--- src/rtl/inst_fetch_unit_pkg.sv ---
// Shared definitions for the instruction fetch stage: opcode constants,
// fetch FSM state encoding, reset PC default and small decode helpers.
package inst_fetch_unit_pkg;

  localparam logic [5:0] OP_RTYPE = 6'b000000;
  localparam logic [5:0] OP_ADDI  = 6'b001000;
  localparam logic [5:0] OP_LW    = 6'b100011;
  localparam logic [5:0] OP_SW    = 6'b101011;
  localparam logic [5:0] OP_J     = 6'b000010;
  localparam logic [5:0] OP_BEQ   = 6'b000100;
  localparam logic [5:0] OP_BNE   = 6'b000101;

  localparam logic [63:0] RESET_PC_DEFAULT = 64'h0;

  typedef enum logic [1:0] {
    S_RESET   = 2'd0,
    S_FETCH   = 2'd1,
    S_DECODE  = 2'd2,
    S_RESOLVE = 2'd3
  } fetch_state_e;

  function automatic logic [5:0] opcode_of(input logic [31:0] inst);
    return inst[31:26];
  endfunction

endpackage

--- src/rtl/inst_fetch_unit_next_pc_gen.sv ---
// Combinational next-PC generator: sequential, branch and jump targets
// with jump taking priority over a taken branch.
module next_pc_gen
  import inst_fetch_unit_pkg::*;
#(
  parameter int ADDR_W = 64
) (
  input  logic [ADDR_W-1:0] pc_i,
  input  logic [25:0]       inst_i,
  input  logic              branch_eq_i,
  input  logic              branch_neq_i,
  input  logic              jump_i,
  input  logic              alu_zero_i,
  output logic [ADDR_W-1:0] pc_plus4_o,
  output logic [ADDR_W-1:0] next_pc_o
);

  logic [ADDR_W-1:0] branch_tgt_s;
  logic [ADDR_W-1:0] jump_tgt_s;
  logic              take_branch_s;

  assign pc_plus4_o = pc_i + ADDR_W'(4);

  // Word-scaled immediate: sign-extend the 16-bit offset and append two zero bits.
  assign branch_tgt_s  = pc_plus4_o + {{(ADDR_W-18){inst_i[15]}}, inst_i[15:0], 2'b00};
  assign jump_tgt_s    = {pc_plus4_o[ADDR_W-1:28], inst_i[25:0], 2'b00};
  assign take_branch_s = (branch_eq_i & alu_zero_i) | (branch_neq_i & ~alu_zero_i);

  // Priority select of the next fetch address.
  always_comb begin
    next_pc_o = pc_plus4_o;
    if (jump_i) begin
      next_pc_o = jump_tgt_s;
    end else if (take_branch_s) begin
      next_pc_o = branch_tgt_s;
    end else begin
      next_pc_o = pc_plus4_o;
    end
  end

endmodule

--- src/rtl/inst_fetch_unit.sv ---
// Multicycle instruction fetch/sequencing stage: fetches one word over a
// req/ack port, holds it for the control unit, then resolves the next PC.
module inst_fetch_unit
  import inst_fetch_unit_pkg::*;
#(
  parameter int              ADDR_W   = 64,
  parameter int              INST_W   = 32,
  parameter logic [63:0]     RESET_PC = RESET_PC_DEFAULT
) (
  input  logic              clk,
  input  logic              reset,
  output logic              imem_req,
  output logic [ADDR_W-1:0] imem_addr,
  input  logic              imem_ack,
  input  logic [INST_W-1:0] imem_rdata,
  input  logic              stall,
  input  logic              branch_eq,
  input  logic              branch_neq,
  input  logic              jump,
  input  logic              alu_zero,
  output logic [INST_W-1:0] inst_out,
  output logic [5:0]        opcode,
  output logic              inst_valid,
  output logic [ADDR_W-1:0] pc,
  output logic [ADDR_W-1:0] pc_plus4
);

  fetch_state_e      state_q, state_d;
  logic [ADDR_W-1:0] pc_q, pc_d;
  logic [INST_W-1:0] inst_q, inst_d;
  logic              valid_q, valid_d;
  logic              req_q, req_d;
  logic [ADDR_W-1:0] next_pc_s;
  logic [ADDR_W-1:0] pc_plus4_s;

  next_pc_gen #(.ADDR_W(ADDR_W)) u_next_pc_gen (
    .pc_i         (pc_q),
    .inst_i       (inst_q[25:0]),
    .branch_eq_i  (branch_eq),
    .branch_neq_i (branch_neq),
    .jump_i       (jump),
    .alu_zero_i   (alu_zero),
    .pc_plus4_o   (pc_plus4_s),
    .next_pc_o    (next_pc_s)
  );

  // Next-state and register update logic for the fetch sequencer.
  always_comb begin
    state_d = state_q;
    pc_d    = pc_q;
    inst_d  = inst_q;
    valid_d = valid_q;
    case (state_q)
      S_RESET: begin
        state_d = S_FETCH;
      end
      S_FETCH: begin
        if (imem_ack) begin
          inst_d  = imem_rdata;
          valid_d = 1'b1;
          state_d = S_DECODE;
        end else begin
          state_d = S_FETCH;
        end
      end
      S_DECODE: begin
        state_d = S_RESOLVE;
      end
      S_RESOLVE: begin
        if (stall) begin
          state_d = S_RESOLVE;
        end else begin
          pc_d    = next_pc_s;
          valid_d = 1'b0;
          state_d = S_FETCH;
        end
      end
      default: begin
        state_d = S_RESET;
      end
    endcase
    // Request is registered so it rises with entry to FETCH and drops right after ack.
    req_d = (state_d == S_FETCH);
  end

  // State and datapath registers with synchronous reset.
  always_ff @(posedge clk) begin
    if (reset) begin
      state_q <= S_RESET;
      pc_q    <= RESET_PC[ADDR_W-1:0];
      inst_q  <= '0;
      valid_q <= 1'b0;
      req_q   <= 1'b0;
    end else begin
      state_q <= state_d;
      pc_q    <= pc_d;
      inst_q  <= inst_d;
      valid_q <= valid_d;
      req_q   <= req_d;
    end
  end

  assign imem_req   = req_q;
  assign imem_addr  = pc_q;
  assign inst_out   = inst_q;
  assign opcode     = opcode_of(inst_q);
  assign inst_valid = valid_q;
  assign pc         = pc_q;
  assign pc_plus4   = pc_plus4_s;

endmodule
--- config.mk ---
export PLATFORM = sky130hd
export DESIGN_NAME = inst_fetch_unit
export DESIGN_NICKNAME = d
export VERILOG_FILES = /design/src/rtl/inst_fetch_unit_pkg.sv /design/src/rtl/inst_fetch_unit_next_pc_gen.sv /design/src/rtl/inst_fetch_unit.sv
export SDC_FILE = /design/constraint.sdc
export NUM_CORES = 1
export LEC_CHECK = 0
export ABC_AREA = 1
export ABC_CLOCK_PERIOD_IN_PS = 7300
export CAP_MARGIN = 0
export CORE_MARGIN = 8
export CORE_UTILIZATION = 30
export DETAILED_ROUTE_END_ITERATION = 8
export PLACE_DENSITY = 0.53
export SYNTH_ARGS = -nofsm -noshare
export SYNTH_HDL_FRONTEND = slang
export SYNTH_HIERARCHICAL = 1
export SYNTH_SLANG_ARGS = --single-unit
export TNS_END_PERCENT = 50
--- constraint.sdc ---
create_clock -name clk -period 7.3 [get_ports clk]
set_clock_uncertainty 0.15 [all_clocks]
set_input_delay 1.825 -clock clk [delete_from_list [all_inputs] [get_ports clk]]
set_output_delay 1.825 -clock clk [all_outputs]
set_load 0.1 [all_outputs]
==> impl_results.md, run 1 <==
- Outcome: finished, final reports clean
- Endpoints failing hold: 0
- Via Count: 14740
- Fmax: between 150 and 200 MHz
- Rows: 75
- Synth cell types: 47
- Global route total overflow: 0
- Static leakage: about 8.2 nW
- Synthesized area per cell: roughly 5.3 µm²
- Cells after synthesis: about 2400
- FF/Latch Area: around 2000 µm²
- Die Area: around 50000 µm²
- WL per Instance: 19.51 µm
- Vias/cell: roughly 4.7
- Synth Cell Area: ~13000 µm²
- Post-CTS setup buffers: 0
- Area of the multi-input gates: 8437 µm²
- Slowest CP cell: clkdlybuf4s50_1
- Syn Nets: between 2000 and 3000
- Pwr/cell area: between 100 and 150 nW/µm²
- Worst VDD drop: approximately 110 µV
- Port Buffers: 271
- Net count, final: between 2000 and 3000
- CP endpoint kind: output pin
- RSZ-0062 raised after global routing: no
- Routability cong.: 0.9657
- Htree depth: 3
- Layout area overhead: 23.51%
- Crit-path cells: nand2_1 > nor3_1 > nand2_1 > nor4_1 > nand2_1 > nor2_1 > xor2_1 > clkdlybuf4s50_1
- Final min period: 5902 ps
- Initial Utilization: 0.3045
- Commonest non-fill, non-tap cell in the layout: nand2_1
- Clock transition at the registers of the reported paths: roughly 70 ps
- CTS tree: done
- Critical path arrival: just under 4000 ps
- Drt pass-1 iters: 6
- CTS sink cnt: 100
- Drc violations: 0
- Worst-Skew Late Latency: 380 ps
- Startpoint type of the worst setup path: flop
- Max-Cap Viols: 0
- Largest net degree at the start of global routing: 78
- TNS Setup: 0 ps
- Slew at the pin closest to its max-slew limit: roughly 1100 ps
- N_diodes: 0
- Worst Path Max Fanout: 7
- Slew headroom: 0.2595
- Warnings from Yosys: 6
- Final ANT Viol Nets: 0
- Root Driver: clkbuf_16
- Initial DRC count: approximately 1100
- Final WL: about 60 mm
- CTS Hold Bufs: 0
- Final Setup Violations: 0
- First-pass GRT wire length: around 90 mm
- Tightest Hold Check Type: flop to flop
- TritonCTS buffer count: 9
- Final Cycle Share: 0.8084
- Share of cells above drive strength 1: 0.02718
- Most used cell, CP: nand2_1
- Clk buf depth: 2
- End-of-flow core utilization: 0.3761
- DIE HEIGHT: roughly 220 µm
- GRT Util Overall: 0.2380
- Commonest non-fill, non-tap cells in the layout: nand2_1 (824), inv_1 (421), nor2_1 (384), clkdlybuf4s50_1 (271), nand3_1 (108)
- Final Slew Violations: 0
- Number of fill cells: 4795
- Die width: 222.4 µm
- #FFs+latches synth: 100
- Core Area: around 42000 µm²
- Vias in the first global route: 14230
- Critical path type: flop to output pin
- Hpwl dp: around 50 mm
- I/O Pins: approximately 270
- Initial antenna violation count: 0
- Sequential share of the synthesized area: 0.1567
- Crit path required time: 5330 ps
- Slowest Stage Delay on Critical Path: around 1200 ps
- Post-CTS sizing: 0
==> final cells by class <==
class	instances	area share
clock buffer	12	0.01562
tap	539	0.04274
multi-input combinational	1757	0.5347
clock inverter	4	0.003489
sequential	100	0.1270
inverter	423	0.1007
timing repair buffer	279	0.1757
==> critical path: cells and delay by family (launching register included) <==
family / cells / cell delay (ps)
XOR/XNOR: 1 / 380
AND/OR/NAND/NOR: 6 / 1350
flip-flops: 1 / 600
buffers and inverters: 1 / 1220
==> routing by layer <==
layer  GRT usage  wire length (µm)  vias to the layer above
met5           0                 0                        -
met1      0.3214             28390                     6653
met2      0.3836             26930                      462
met3     0.03965              3866                       70
met4     0.07222              1574                        0
li1            -                 -                     7559
==> worst paths after layout <==
check	startpoint	slack, ps	cells past startpoint	to
setup / recovery	imem_addr[42]	1400	8	pc_plus4[58]
hold / removal	inst_valid	310	2	inst_valid
setup reg to reg	imem_addr[2]	2360	18	imem_addr[25]
hold reg to reg	inst_valid	310	2	inst_valid
==> cells by family (layout without fill, tap and decap cells) <==
| kind of cell | after synthesis | in the layout | synth area share |
|---|---|---|---|
| xor gates and xnor gates | 56 | 56 | 0.03957 |
| AOI/OAI and AO/OA | 196 | 196 | 0.08531 |
| adders and majority gates | 77 | 77 | 0.07600 |
| and+or+nand+nor | 1428 | 1428 | 0.4576 |
| DFF | 100 | 100 | 0.1567 |
| buffers and inverters | 539 | 718 | 0.1848 |
==> report_power, final <==
group,leakage (nW),internal [mW],total [mW],switching (mW)
Combinational,7.29,0.188,0.793,0.605
Clock,0.144,0.279,0.529,0.250
Sequential,0.815,0.571,0.613,0.0424
==> flip-flops by register name, summed over array words and instances (netlist names) <==
signal	flops
imem_addr	64
inst_out	32
state_q	2
imem_req	1
inst_valid	1
==> per-stage QoR <==
step                      cells  instance area [µm²]  hold slack [ps]  setup slack (ps)  total power, mW
after CTS                  3114                15780            307.2              1384            1.949
after global placement     3098                15480            287.1              1782            1.413
after global routing       3114                15780            345.2              1160            2.019
final                      3114                15780            308.3              1398            1.936
after floorplan            2396                12770            313.8              1675            1.205
after detailed placement   3098                15480            290.5              1813            1.415
==> synth_stat cells, drive strengths merged <==
| cell | n | area (µm²) |
|---|---|---|
| o211ai | 13 | 97.59 |
| or2 | 11 | 68.82 |
| clkbuf | 20 | 75.07 |
| a21boi | 1 | 7.510 |
| o22ai | 1 | 6.260 |
| a221o | 2 | 20.02 |
| and2 | 3 | 18.77 |
| inv | 423 | 1588 |
| o21bai | 12 | 90.09 |
| a21o | 3 | 22.52 |
| nor4 | 4 | 40.04 |
| a31oi | 1 | 6.260 |
| a21oi | 95 | 475.5 |
| o221ai | 4 | 35.03 |
| o21ai | 62 | 314.1 |
| xnor2 | 13 | 128.9 |
| fa | 1 | 20.02 |
| xor2 | 43 | 376.6 |
| o21a | 1 | 7.510 |
| nand3b | 5 | 37.54 |
| nand2 | 836 | 3193 |
| nor2 | 398 | 1570 |
| nand4 | 23 | 143.9 |
| nand3 | 112 | 578.1 |
| buf | 96 | 698.2 |
| dfxtp | 100 | 2002 |
| a22oi | 1 | 7.510 |
| nor3 | 36 | 195.2 |
| ha | 76 | 950.9 |
Power figures use the tool's default switching activity.
==> inputs of run 2 (changes only) <==
ABC_CLOCK_PERIOD_IN_PS = 5850   (was 7300)
clock period = 5.85 ns   (was 7.3 ns; I/O delays follow)
==> run 2 against run 1 <==
Non-clock buffer count is 12 higher; global-route usage is 1.6 points higher; die area stayed put; flip-flop and latch count stayed put; register-to-register slack worse by 1700 ps; hold slack better by 7.0 ps; via count is 3.3% higher; critical path type unchanged; largest cell class unchanged; highest routed layer unchanged.
==> impl_results.md, run 2 (synthesis results as in run 1) <==
- DIE HEIGHT: about 220 µm
- Vias/cell: around 4.9
- Layout area overhead: 23.66%
- Worst-Skew Late Latency: approximately 400 ps
- Slew at the pin closest to its max-slew limit: 1118 ps
- Final Cycle Share: 0.9216
- TritonCTS buffer count: 9
- Commonest non-fill, non-tap cell in the layout: nand2_1
- Max reg flops: 64
- Port Buffers: 271
- Max-Cap Viols: 0
- Rows: 75
- Die width: ~220 µm
- Crit path required time: about 4200 ps
- Commonest non-fill, non-tap cells in the layout: nand2_1 (824), inv_1 (421), nor2_1 (384), clkdlybuf4s50_1 (231), nand3_1 (108)
- Worst Path Max Fanout: 7
- Hpwl dp: 54.77 mm
- Final Slew Violations: 0
- Htree depth: 3
- Largest net degree at the start of global routing: 55
- Initial Utilization: 0.3045
- Critical path arrival: 3780 ps
- Fmax: roughly 190 MHz
- Endpoints failing hold: 0
- Tightest Hold Check Type: flop to flop
- WL per Instance: between 20 and 25 µm
- Hold Worst Slack: 315.3 ps
- Post-CTS sizing: 0
- CTS Hold Bufs: 0
- Critical path type: flop to output pin
- GRT Util Overall: 0.2544
- CTS sink cnt: 100
- Static leakage: 8.399 nW
- Clock transition at the registers of the reported paths: around 90 ps
- Net count, final: 2699
- Die Area: about 50000 µm²
- CTS tree: done
- Worst Setup EP: pc_plus4[27]
- Global route total overflow: 0
- Outcome: finished, final reports clean
- Via Count: about 15000
- Initial antenna violation count: 0
- Worst VDD drop: roughly 130 µV
- Flop-to-flop setup slack: ~700 ps
- Drc violations: 0
- Slew headroom: 0.2525
- R2R depth: 21
- Critical Path Start: imem_addr[20]
- First-pass GRT wire length: between 90 and 100 mm
- Post-CTS setup buffers: 0
- N_diodes: 0
- I/O Pins: between 200 and 300
- Final ANT Viol Nets: 0
- Clk buf depth: 2
- Pwr/cell area: approximately 160 nW/µm²
- Final WL: around 65 mm
- Worst r2r src: imem_addr[32]
- Share of cells above drive strength 1: 0.04793
- Startpoint type of the worst setup path: flop
- Final Setup Violations: 0
- TNS Setup: 0 ps
- Routability cong.: 0.9734
- Initial DRC count: between 1000 and 1500
- Root Driver: clkbuf_16
- FF-to-FF End: imem_addr[63]
- Core Area: between 40000 and 50000 µm²
- Final min period: between 5000 and 6000 ps
- Vias in the first global route: 14630
- Drt pass-1 iters: 7
- RSZ-0062 raised after global routing: no
- CP endpoint kind: output pin
==> run 2: cell types whose count changed in the layout (fill, tap and decap cells not counted), sizes merged <==
cell,previous run,this run
inv,424,425
clkbuf,12,9
buf,8,60
clkinv,1,3
clkdlybuf4s50,271,231
==> run 2: layer usage <==
metal / up-vias / routed length, µm / global-route usage
li1: 7580 / - / -
met1: 7017 / 30280 / 0.3488
met2: 571 / 28450 / 0.4012
met3: 65 / 4856 / 0.04755
met4: 0 / 1596 / 0.07349
met5: - / 0 / 0
==> run 2: critical path, stage by stage (launching register included) <==
cell,delay [ps]
dfxtp_1,580
nand2_2,210
nor2_2,210
nand2_1,90
nor2_1,120
nand4_1,280
xor2_1,650
inv_1,220
clkdlybuf4s50_1,1020
==> run 2: cell type report <==
cell class / instances / area [µm²]
tap: 539 / 674.4
fill: 4768 / 26150
clock buffer: 9 / 225.2
inverter: 423 / 1589
timing repair buffer: 291 / 2775
sequential: 100 / 2003
multi-input combinational: 1757 / 8437
clock inverter: 7 / 93.84
==> run 2: worst min-delay path by stage <==
stage / start / end / slack, ps / cells past startpoint
3_5_place_dp: inst_valid / inst_valid / 310 / 2
3_3_place_gp: inst_valid / inst_valid / 290 / 2
4_1_cts: inst_valid / inst_valid / 330 / 2
5_1_grt: inst_valid / inst_valid / 350 / 2
6_report: inst_valid / inst_valid / 320 / 2
2_1_floorplan: state_q[0] / state_q[0] / 310 / 1
==> run 2: per-stage QoR <==
stage	cells	power (mW)	utilization	worst slack, ps	instance area (µm²)
finish	3126	2.466	0.3766	458.5	15800
global route	3126	2.566	0.3766	365.0	15800
CTS	3126	2.490	0.3766	539.6	15800
detailed placement	3110	1.781	0.3690	796.1	15480
global placement	3110	1.781	0.3690	678.3	15480
floorplan	2396	1.504	-	435.6	12770
==> run 2: where the power goes <==
part | leakage, nW | switching (mW) | total (mW) | internal (mW)
Combinational | 7.43 | 0.762 | 1.00 | 0.238
Clock | 0.153 | 0.347 | 0.692 | 0.345
Sequential | 0.815 | 0.0618 | 0.774 | 0.712
